`src/rtl/jtdsp16_pio_host_if.sv`:
```
// Bundle of the DSP16 PIO pins, host requester ports and receive-FIFO readback.
// The slave modport is the device-side controller; the master modport drives it.
interface jtdsp16_pio_host_if #(
    parameter int FIFO_AW = 2
);
    logic [15:0]      pbus_out;
    logic             pods_n;
    logic             pids_n;
    logic             psel;
    logic [15:0]      pbus_in;
    logic             dsp_irq;

    logic             a_req;
    logic             a_sel;
    logic [15:0]      a_din;
    logic             a_ack;
    logic             b_req;
    logic             b_sel;
    logic [15:0]      b_din;
    logic             b_ack;

    logic             rd_valid;
    logic [15:0]      rd_data;
    logic             rd_sel;
    logic             rd_pop;
    logic [FIFO_AW:0] fifo_cnt;
    logic [1:0]       mbox_full;
    logic             ovf;
    logic             udf;
    logic             flag_clr;

    modport slave (
        input  pbus_out, pods_n, pids_n, psel,
        input  a_req, a_sel, a_din, b_req, b_sel, b_din,
        input  rd_pop, flag_clr,
        output pbus_in, dsp_irq, a_ack, b_ack,
        output rd_valid, rd_data, rd_sel, fifo_cnt, mbox_full, ovf, udf
    );

    modport master (
        output pbus_out, pods_n, pids_n, psel,
        output a_req, a_sel, a_din, b_req, b_sel, b_din,
        output rd_pop, flag_clr,
        input  pbus_in, dsp_irq, a_ack, b_ack,
        input  rd_valid, rd_data, rd_sel, fifo_cnt, mbox_full, ovf, udf
    );
endinterface

```
`src/rtl/jtdsp16_pio_host.sv`:
```
// DSP16 parallel-port device controller: show-ahead receive FIFO for DSP writes,
// two single-entry input mailboxes loaded by two arbitrated host requesters.
module jtdsp16_pio_host #(
    parameter int FIFO_AW = 2
) (
    input logic                clk,
    input logic                rst,
    jtdsp16_pio_host_if.slave  bus
);
    localparam int DEPTH = 1 << FIFO_AW;
    localparam logic [FIFO_AW:0]   FULL_CNT = (FIFO_AW+1)'(DEPTH);
    localparam logic [FIFO_AW:0]   CNT_ONE  = (FIFO_AW+1)'(1);
    localparam logic [FIFO_AW-1:0] PTR_ONE  = FIFO_AW'(1);

    typedef enum logic {PRIO_A, PRIO_B} prio_e;

    logic               pods_n_l_q, pids_n_l_q;
    logic [16:0]        mem_q [DEPTH];
    logic [FIFO_AW-1:0] wr_ptr_q, rd_ptr_q;
    logic [FIFO_AW:0]   cnt_q, cnt_d;
    logic [15:0]        mbox_q [2];
    logic [1:0]         full_q, full_d;
    logic               irq_q;
    logic               a_ack_q, b_ack_q;
    logic               ovf_q, ovf_d, udf_q, udf_d;
    prio_e              prio_q, prio_d;

    logic wr_ev, rd_ev, fifo_full, pop, push;
    logic a_elig, b_elig, contend, a_gnt, b_gnt, udf_set;

    always_comb begin
        wr_ev     = ~bus.pods_n & pods_n_l_q;
        rd_ev     = ~bus.pids_n & pids_n_l_q;
        fifo_full = (cnt_q == FULL_CNT);
        pop       = bus.rd_pop & (cnt_q != '0);
        // A push into a full FIFO is accepted when the head leaves on the same edge
        push      = wr_ev & (~fifo_full | pop);

        cnt_d = cnt_q;
        if (push && !pop)
            cnt_d = cnt_q + CNT_ONE;
        else if (pop && !push)
            cnt_d = cnt_q - CNT_ONE;

        ovf_d = bus.flag_clr ? 1'b0 : (ovf_q | (wr_ev & fifo_full & ~pop));
    end

    always_comb begin
        a_elig  = bus.a_req & ~full_q[bus.a_sel];
        b_elig  = bus.b_req & ~full_q[bus.b_sel];
        contend = a_elig & b_elig & (bus.a_sel == bus.b_sel);
        a_gnt   = a_elig & (~contend | (prio_q == PRIO_A));
        b_gnt   = b_elig & (~contend | (prio_q == PRIO_B));

        prio_d = prio_q;
        if (contend)
            prio_d = (prio_q == PRIO_A) ? PRIO_B : PRIO_A;

        full_d  = full_q;
        udf_set = 1'b0;
        if (rd_ev) begin
            udf_set            = ~full_q[bus.psel];
            full_d[bus.psel]   = 1'b0;
        end
        if (a_gnt)
            full_d[bus.a_sel] = 1'b1;
        if (b_gnt)
            full_d[bus.b_sel] = 1'b1;

        udf_d = bus.flag_clr ? 1'b0 : (udf_q | udf_set);
    end

    always_ff @(posedge clk or posedge rst) begin
        if (rst) begin
            pods_n_l_q <= 1'b1;
            pids_n_l_q <= 1'b1;
            wr_ptr_q   <= '0;
            rd_ptr_q   <= '0;
            cnt_q      <= '0;
            mbox_q[0]  <= '0;
            mbox_q[1]  <= '0;
            full_q     <= '0;
            irq_q      <= 1'b0;
            a_ack_q    <= 1'b0;
            b_ack_q    <= 1'b0;
            ovf_q      <= 1'b0;
            udf_q      <= 1'b0;
            prio_q     <= PRIO_A;
        end else begin
            pods_n_l_q <= bus.pods_n;
            pids_n_l_q <= bus.pids_n;
            if (push)
                wr_ptr_q <= wr_ptr_q + PTR_ONE;
            if (pop)
                rd_ptr_q <= rd_ptr_q + PTR_ONE;
            cnt_q   <= cnt_d;
            if (a_gnt)
                mbox_q[bus.a_sel] <= bus.a_din;
            if (b_gnt)
                mbox_q[bus.b_sel] <= bus.b_din;
            full_q  <= full_d;
            irq_q   <= |full_q;
            a_ack_q <= a_gnt;
            b_ack_q <= b_gnt;
            ovf_q   <= ovf_d;
            udf_q   <= udf_d;
            prio_q  <= prio_d;
        end
    end

    always_ff @(posedge clk) begin
        if (push)
            mem_q[wr_ptr_q] <= {bus.psel, bus.pbus_out};
    end

    assign bus.rd_valid  = (cnt_q != '0);
    assign bus.rd_sel    = mem_q[rd_ptr_q][16];
    assign bus.rd_data   = mem_q[rd_ptr_q][15:0];
    assign bus.fifo_cnt  = cnt_q;
    assign bus.pbus_in   = mbox_q[bus.psel];
    assign bus.dsp_irq   = irq_q;
    assign bus.a_ack     = a_ack_q;
    assign bus.b_ack     = b_ack_q;
    assign bus.mbox_full = full_q;
    assign bus.ovf       = ovf_q;
    assign bus.udf       = udf_q;
endmodule
```
`src/flat_wrapper.sv`:
```
// flat-port wrapper written by rule: the top's interface ports become plain ports
module jtdsp16_pio_host_flat 
#(
    parameter int FIFO_AW = 2
)
  (clk, rst, bus_pbus_out, bus_pods_n, bus_pids_n, bus_psel, bus_a_req, bus_a_sel, bus_a_din, bus_b_req, bus_b_sel, bus_b_din, bus_rd_pop, bus_flag_clr, bus_pbus_in, bus_dsp_irq, bus_a_ack, bus_b_ack, bus_rd_valid, bus_rd_data, bus_rd_sel, bus_fifo_cnt, bus_mbox_full, bus_ovf, bus_udf);
  jtdsp16_pio_host_if #(.FIFO_AW(FIFO_AW)) bus_i ();
  input logic clk;
  input logic rst;
  input wire logic [$bits(bus_i.pbus_out)-1:0] bus_pbus_out;
  input wire logic [$bits(bus_i.pods_n)-1:0] bus_pods_n;
  input wire logic [$bits(bus_i.pids_n)-1:0] bus_pids_n;
  input wire logic [$bits(bus_i.psel)-1:0] bus_psel;
  input wire logic [$bits(bus_i.a_req)-1:0] bus_a_req;
  input wire logic [$bits(bus_i.a_sel)-1:0] bus_a_sel;
  input wire logic [$bits(bus_i.a_din)-1:0] bus_a_din;
  input wire logic [$bits(bus_i.b_req)-1:0] bus_b_req;
  input wire logic [$bits(bus_i.b_sel)-1:0] bus_b_sel;
  input wire logic [$bits(bus_i.b_din)-1:0] bus_b_din;
  input wire logic [$bits(bus_i.rd_pop)-1:0] bus_rd_pop;
  input wire logic [$bits(bus_i.flag_clr)-1:0] bus_flag_clr;
  output wire logic [$bits(bus_i.pbus_in)-1:0] bus_pbus_in;
  output wire logic [$bits(bus_i.dsp_irq)-1:0] bus_dsp_irq;
  output wire logic [$bits(bus_i.a_ack)-1:0] bus_a_ack;
  output wire logic [$bits(bus_i.b_ack)-1:0] bus_b_ack;
  output wire logic [$bits(bus_i.rd_valid)-1:0] bus_rd_valid;
  output wire logic [$bits(bus_i.rd_data)-1:0] bus_rd_data;
  output wire logic [$bits(bus_i.rd_sel)-1:0] bus_rd_sel;
  output wire logic [$bits(bus_i.fifo_cnt)-1:0] bus_fifo_cnt;
  output wire logic [$bits(bus_i.mbox_full)-1:0] bus_mbox_full;
  output wire logic [$bits(bus_i.ovf)-1:0] bus_ovf;
  output wire logic [$bits(bus_i.udf)-1:0] bus_udf;
  assign bus_i.pbus_out = bus_pbus_out;
  assign bus_i.pods_n = bus_pods_n;
  assign bus_i.pids_n = bus_pids_n;
  assign bus_i.psel = bus_psel;
  assign bus_i.a_req = bus_a_req;
  assign bus_i.a_sel = bus_a_sel;
  assign bus_i.a_din = bus_a_din;
  assign bus_i.b_req = bus_b_req;
  assign bus_i.b_sel = bus_b_sel;
  assign bus_i.b_din = bus_b_din;
  assign bus_i.rd_pop = bus_rd_pop;
  assign bus_i.flag_clr = bus_flag_clr;
  assign bus_pbus_in = bus_i.pbus_in;
  assign bus_dsp_irq = bus_i.dsp_irq;
  assign bus_a_ack = bus_i.a_ack;
  assign bus_b_ack = bus_i.b_ack;
  assign bus_rd_valid = bus_i.rd_valid;
  assign bus_rd_data = bus_i.rd_data;
  assign bus_rd_sel = bus_i.rd_sel;
  assign bus_fifo_cnt = bus_i.fifo_cnt;
  assign bus_mbox_full = bus_i.mbox_full;
  assign bus_ovf = bus_i.ovf;
  assign bus_udf = bus_i.udf;
  jtdsp16_pio_host #(.FIFO_AW(FIFO_AW)) u_core (.clk(clk), .rst(rst), .bus(bus_i));
endmodule
```
`config.mk`:
```
export PLATFORM = sky130hd
export DESIGN_NAME = jtdsp16_pio_host_flat
export DESIGN_NICKNAME = d
export VERILOG_FILES = /design/src/rtl/jtdsp16_pio_host_if.sv /design/src/rtl/jtdsp16_pio_host.sv /design/src/flat_wrapper.sv
export SDC_FILE = /design/constraint.sdc
export NUM_CORES = 1
export LEC_CHECK = 0
export ABC_AREA = 1
export CAP_MARGIN = 0
export CORE_ASPECT_RATIO = 0.9
export CORE_MARGIN = 5
export CORE_UTILIZATION = 47
export DETAILED_ROUTE_END_ITERATION = 12
export GPL_TIMING_DRIVEN = 0
export PLACE_DENSITY = 0.76
export SLEW_MARGIN = 10
export SYNTH_ARGS = -nofsm -noshare
export SYNTH_HDL_FRONTEND = slang
export SYNTH_SLANG_ARGS = --single-unit
export TNS_END_PERCENT = 50
```
`constraint.sdc`:
```
create_clock -name clk -period 2 [get_ports clk]
set_input_delay 0.3 -clock clk [delete_from_list [all_inputs] [get_ports clk]]
set_output_delay 0.3 -clock clk [all_outputs]
set_load 0.05 [all_outputs]
```
; ---- Word level (Yosys, flattened, before mapping)
; Memories as Yosys holds them, arrays and structs flattened.
; Cells that the tools add are included.
; W data, S select, Z words.
[totals]
mem_count = 1
ram_bits = 68
regBits = 49
in_bits = 59
[mem_list]
columns = memory, words, width, read_ports, rd_clocked_by_memory_dff, write_ports, line
row1 = u_core.mem_q, 4, 17, 1, 0, 1, jtdsp16_pio_host.sv:18  ; logic [16:0] mem_q [DEPTH];
[op_classes]
addsub = 4
bitwise = 33
muxes = 34
reduce_logical = 12
eq_ne = 2
magnitude_cmp = 11
[op_table]
columns = cell, count
row1 = $mux W16, 5
row2 = $bwmux W32, 2
row3 = $mux W32, 2
row4 = $demux W16 S1, 2
row5 = $mux W1, 15
row6 = $and A1 B1 Y1, 12
row7 = $not A1 Y1, 9
row8 = $logic_and A1 B1 Y1, 7
row9 = $ge A2 B2 Y1 const B, 3
row10 = $lt A1 B2 Y1 const B, 3
row11 = $mux W2, 3
row12 = $mux W3, 2
row13 = $not A1 Y2, 3
row14 = $or A1 B1 Y1, 5
row15 = $add A2 B1 Y2 const B, 2
row16 = $lt A2 B1 Y1 const B, 2
row17 = $or A2 B2 Y2, 2
row18 = $add A3 B1 Y3 const B, 1
row19 = $demux W1 S1, 3
row20 = $eq A3 B3 Y1 const B, 1
row21 = $ge A1 B1 Y1 const B, 3
row22 = $reduce_bool A3 Y1, 1
row23 = $sub A3 B1 Y3 const B, 1
row24 = $and A2 B2 Y2, 1
row25 = 5 further kinds, 6

; ---- Longest topological paths before layout
[depth]
word_depth = 12
depth_mapped = 12
mapped_depth_nobuf = 10

; ---- Least setup slack after synthesis
; Ideal clock, no wire load.
[synth_path]
kind = register to register
start = register u_core.cnt_q[0] (netlist: u_core.bus.fifo_cnt[0])
end = memory u_core.mem_q[0][0] (enable)
arrival_ns = 2.030
path_buffers = 1
stages_incl_launch_ff = 7
synth_period_minus_slack_ns = 2.420
setup_time_ns = 0.391
path_slack_ns = -0.420
cell_sequence = dfrtp_1 nor2_1 nand3_1 and2_1 clkbuf_1 inv_1 nor2_1
[synth_between]
elab_chain_cells = 6
word_cells_on_any_way = 8
classes_between = 1 x eq/ne / 2 x mux / 4 x bitwise / 1 x reduce/logical
[synth_lines]
columns = element, line
row1 = from (decl), jtdsp16_pio_host.sv:20  ; logic [FIFO_AW:0] cnt_q, cnt_d;
row2 = from (signal assigned), jtdsp16_pio_host.sv:96  ; cnt_q <= cnt_d;
row3 = $reduce_bool A3 Y1 or $eq A3 B3 Y1 (tied branches), "jtdsp16_pio_host.sv:35, jtdsp16_pio_host.sv:34"
row4 = $and A1 B1 Y1 or $not A1 Y1 (tied branches), "jtdsp16_pio_host.sv:35, jtdsp16_pio_host.sv:37"
row5 = $or A1 B1 Y1 (*), jtdsp16_pio_host.sv:37  ; push = wr_ev & (~fifo_full | pop);
row6 = $and A1 B1 Y1 (*), jtdsp16_pio_host.sv:37
row7 = net u_core.push, jtdsp16_pio_host.sv:28  ; logic wr_ev, rd_ev, fifo_full, pop, push;
row8 = $mux W1 (*), jtdsp16_pio_host.sv:112  ; if (push)
row9 = $mux W1 (not written as such) (*), jtdsp16_pio_host.sv:113  ; mem_q[wr_ptr_q] <= {bus.psel, bus.pbus_out};
row10 = to (decl), jtdsp16_pio_host.sv:18
; The timed path passes the listed nets; every way through them passes the cells marked *.

; ---- Final worst setup path
[layout_path]
start = register u_core.cnt_q[0] (netlist: u_core.bus.fifo_cnt[0])
end = register u_core.cnt_q[1] (netlist: u_core.bus.fifo_cnt[1])
[layout_between]
word_cells_on_any_way = 15
classes_between = 2 x add/sub / 1 x eq/ne / 2 x mux / 4 x bitwise / 6 x reduce/logical
[layout_rtl]
columns = element, line
row1 = $reduce_bool A3 Y1 or $eq A3 B3 Y1 (tied branches), "jtdsp16_pio_host.sv:35, jtdsp16_pio_host.sv:34"
row2 = $and A1 B1 Y1 or $not A1 Y1 (tied branches), "jtdsp16_pio_host.sv:35, jtdsp16_pio_host.sv:37"
row3 = $or A1 B1 Y1 (*), jtdsp16_pio_host.sv:37
row4 = $and A1 B1 Y1 (*), jtdsp16_pio_host.sv:37
row5 = net u_core.push, jtdsp16_pio_host.sv:28
row6 = $logic_and A1 B1 Y1 (*), jtdsp16_pio_host.sv:40  ; if (push && !pop)
row7 = $mux W3 (*), jtdsp16_pio_host.sv:40
row8 = net u_core.cnt_d[1], jtdsp16_pio_host.sv:20
; The timed path passes the listed nets; every way through them passes the cells marked *. The select of a mux whose other input is x is not followed.
; A chain may end at the register's enable or synchronous reset.

==> results.md <==
* Final Net Count at between 700 and 800
* Grt total ovfl at 0
* DP Area at ~6700 sq um
* Peak VDD IR at ~0.00074 V
* Worst-skew pair later-pin latency at ~0.41 ns
* Post-Syn Area at 5430 sq um
* Clock buffer depth at 2
* Total iterations of the first detailed-routing run at 5
* Worst Hold Class: input port to async pin
* Share of layout cells above drive strength 1 at approximately a fifth
* Place WS at -0.875 ns
* Setup WS post-layout at 0.00851 ns
* Adder-Cell Fraction of Synth Area at ~1.5%
* Post-synth ARST share at between 40% and 50%
* DRC viols at 0
* Num CTS Buffers at 17
* EDFF count, synth at slightly below 70
* Sink Count at approximately 120
* First-pass GRT wire length at ~23000 microns
* Clk_skew at slightly above 0.006 ns
* Setup crit end kind: flop
* Register area share after synthesis at between 60% and 70%
* Initial Utilization at between 40 and 50%
* Ys flop type: edfxtp_1
* Die area at between 10000 and 15000 sq um
* Antenna-violating nets left at 0
* Setup Crit Path Kind: flop to flop
* IO Count at 103
* CP Max Fanout at 5
* Largest family of logic cells by synthesized area: simple AND/OR/NAND/NOR gates
* Ant. Diodes at 0
* CTS root buf: clkbuf_16
* Max Slew Vio Count at 0
* Distinct cells, synth at 30
* Tcrit/Tclk final at about 100%
* RSZ-0062 raised after global routing: yes
* Synthesized net count at around 640
* CTS tree: yes
* Fill cell count at 914
* Status: finished clean
* Setup TNS at 0 ns
* Critical Path Source Type: flop
* Multiplexer area fraction after synthesis at 0.207%
* Required time worst endpoint at 2.29 ns
* Clock slew at reported path FFs at 0.06 ns
* Die width at around 120 microns
* Worst slew pin tran at 0.582 ns
* Max_slew headroom at about three fifths
* Vias in the first global route at approximately 4700
* Fin crit period at approximately 2 ns
* Pleak at between 3 and 4 nW
* Die H at between 100 and 150 microns
* Port bufs at 101
* # setup viols final at 0
* Post-synthesis compound-gate area fraction at under 10%
* Util after Layout at 66.0%
* XOR/XNOR share of the synthesized area at less than 1%
* Vias at around 4600
* Final WL at approximately 14000 microns
* Row count at 37
* Fin cells at 878
* Final hold vios at 0
* Synth Warn # at 0
* Synth Area in Simple Gates at 22.0%
* Initial antenna violation count at 0
* Core area at ~11000 sq um
* Syn avg cell area at 9.42 sq um
* Initial DRC count at 381
* HPWL Detailed at between 9000 and 10000 microns
* Final Cell Area at 7510 sq um
* Largest net degree at the start of global routing at 29
* GRT Total Usage at 21.3%
* Max Cap Viol at 0
* Avg Vias per Cell at between 5 and 6
* Post-synthesis register bit count at around 120
* Pwr Density at about 1500 nW/um^2
* WL per Instance at between 15 and 20 microns
* Most frequent cells in the layout: nand2_1, edfxtp_1, inv_1
* Worst Path Arrival at 2.28 ns
* Final Wtd Congestion at 0.896
* P&R area growth vs syn at 38.4%
* Cells after synthesis at around 580
* H-tree levels at 4
* Placed instance count at 834
* Max Clk Rate at about 500 MHz
* Commonest non-fill, non-tap cell in the layout: nand2_1
## routing by layer
metal	share of wire (%)	vias up	global-route usage [%]
met5	0	-	0
met4	1.2	0	6.35
met3	8.1	15	7.26
met2	48	204	34.8
met1	42	2167	26.8
li1	-	2177	-
## worst max-delay path, cell delays in order, from the launching register on
cell and delay (ns):
dfrtp_2 0.43, nor2_4 0.15, nand3_2 0.06, and2_1 0.15, clkbuf_8 0.15, ha_2 0.18, inv_2 0.07, fa_2 0.43
mux2_2 0.27
## cells in the mapped netlist (4+ instances only)
| cell | n | area, sq um |
|---|---|---|
| nor2_1 | 54 | 203 |
| buf_4 | 7 | 52.6 |
| a21oi_1 | 4 | 20.0 |
| nand3_1 | 37 | 185 |
| ha_1 | 5 | 62.6 |
| o21ai_0 | 45 | 225 |
| dfrtp_1 | 47 | 1180 |
| o22ai_1 | 17 | 106 |
| edfxtp_1 | 68 | 2040 |
| inv_2 | 4 | 15.0 |
| inv_1 | 70 | 263 |
| nand4_1 | 25 | 156 |
| o21ai_1 | 7 | 35.0 |
| clkbuf_1 | 15 | 56.3 |
| nand2_1 | 145 | 544 |
## stage by stage
stage	hold WS (ns)	total power [mW]
6_report	0.238	11.4
3_5_place_dp	0.518	7.99
4_1_cts	0.252	11.2
3_3_place_gp	0.509	7.87
5_1_grt	0.287	11.9
2_1_floorplan	0.304	6.44
## area by class of cell
type | count | area (sq um) | share of cell area, %
flip-flops and latches | 117 | 3280 | 43.6
multi-input cells | 356 | 1810 | 24.0
repair buffers | 116 | 1120 | 15.0
clock buffers | 19 | 433 | 5.76
inverters | 74 | 283 | 3.76
plain buffers | 27 | 213 | 2.83
well taps | 156 | 195 | 2.60
clock inverters | 13 | 181 | 2.42
## registers in the layout, indices dropped and copies added, names as in the netlist, 2 cells and up
signal and flops:
u_core.rd_ptr_q 2, u_core.mbox_q 32, u_core.mem_q 68, u_core.bus.fifo_cnt 3
u_core.wr_ptr_q 2, u_core.bus.mbox_full 2
## logic make-up after synthesis
| logic type | after synthesis |
|---|---|
| simple gates | 270 |
| xor+xnor | 4 |
| compound gates | 75 |
| flops | 117 |
| buf+inv | 103 |
| mux | 1 |
| fa+ha+maj | 6 |
## where the power goes
group,switching (mW),internal [mW]
logic,3.23,1.64
clock network,1.07,2.08
registers,0.292,3.08
total,4.59,6.80
## path summary, 6_finish.rpt
kind                                   startpoint                      to  slack [ns]  cells after the start
setup reg to reg           u_core.bus.fifo_cnt[0]  u_core.bus.fifo_cnt[1]       0.009                      8
max in group asynchronous                     rst       u_core.pids_n_l_q        1.16                      3
setup / recovery           u_core.bus.fifo_cnt[0]  u_core.bus.fifo_cnt[1]       0.009                      8
min in group clk                       bus_pods_n       u_core.pods_n_l_q        0.35                      1
hold / removal                                rst        u_core.bus.a_ack        0.24                      2
hold reg to reg                    u_core.bus.ovf          u_core.bus.ovf        0.53                      2
## what timing repair did
action	in CTS	in global routing
setup endpoints to repair	105	91
hold endpoints to repair	0	0
setup buffers	5	9
resized for setup	194	37
pin swaps	1	11
hold buffers	0	0
cloned	0	0
(Power assumes the default switching activity.)
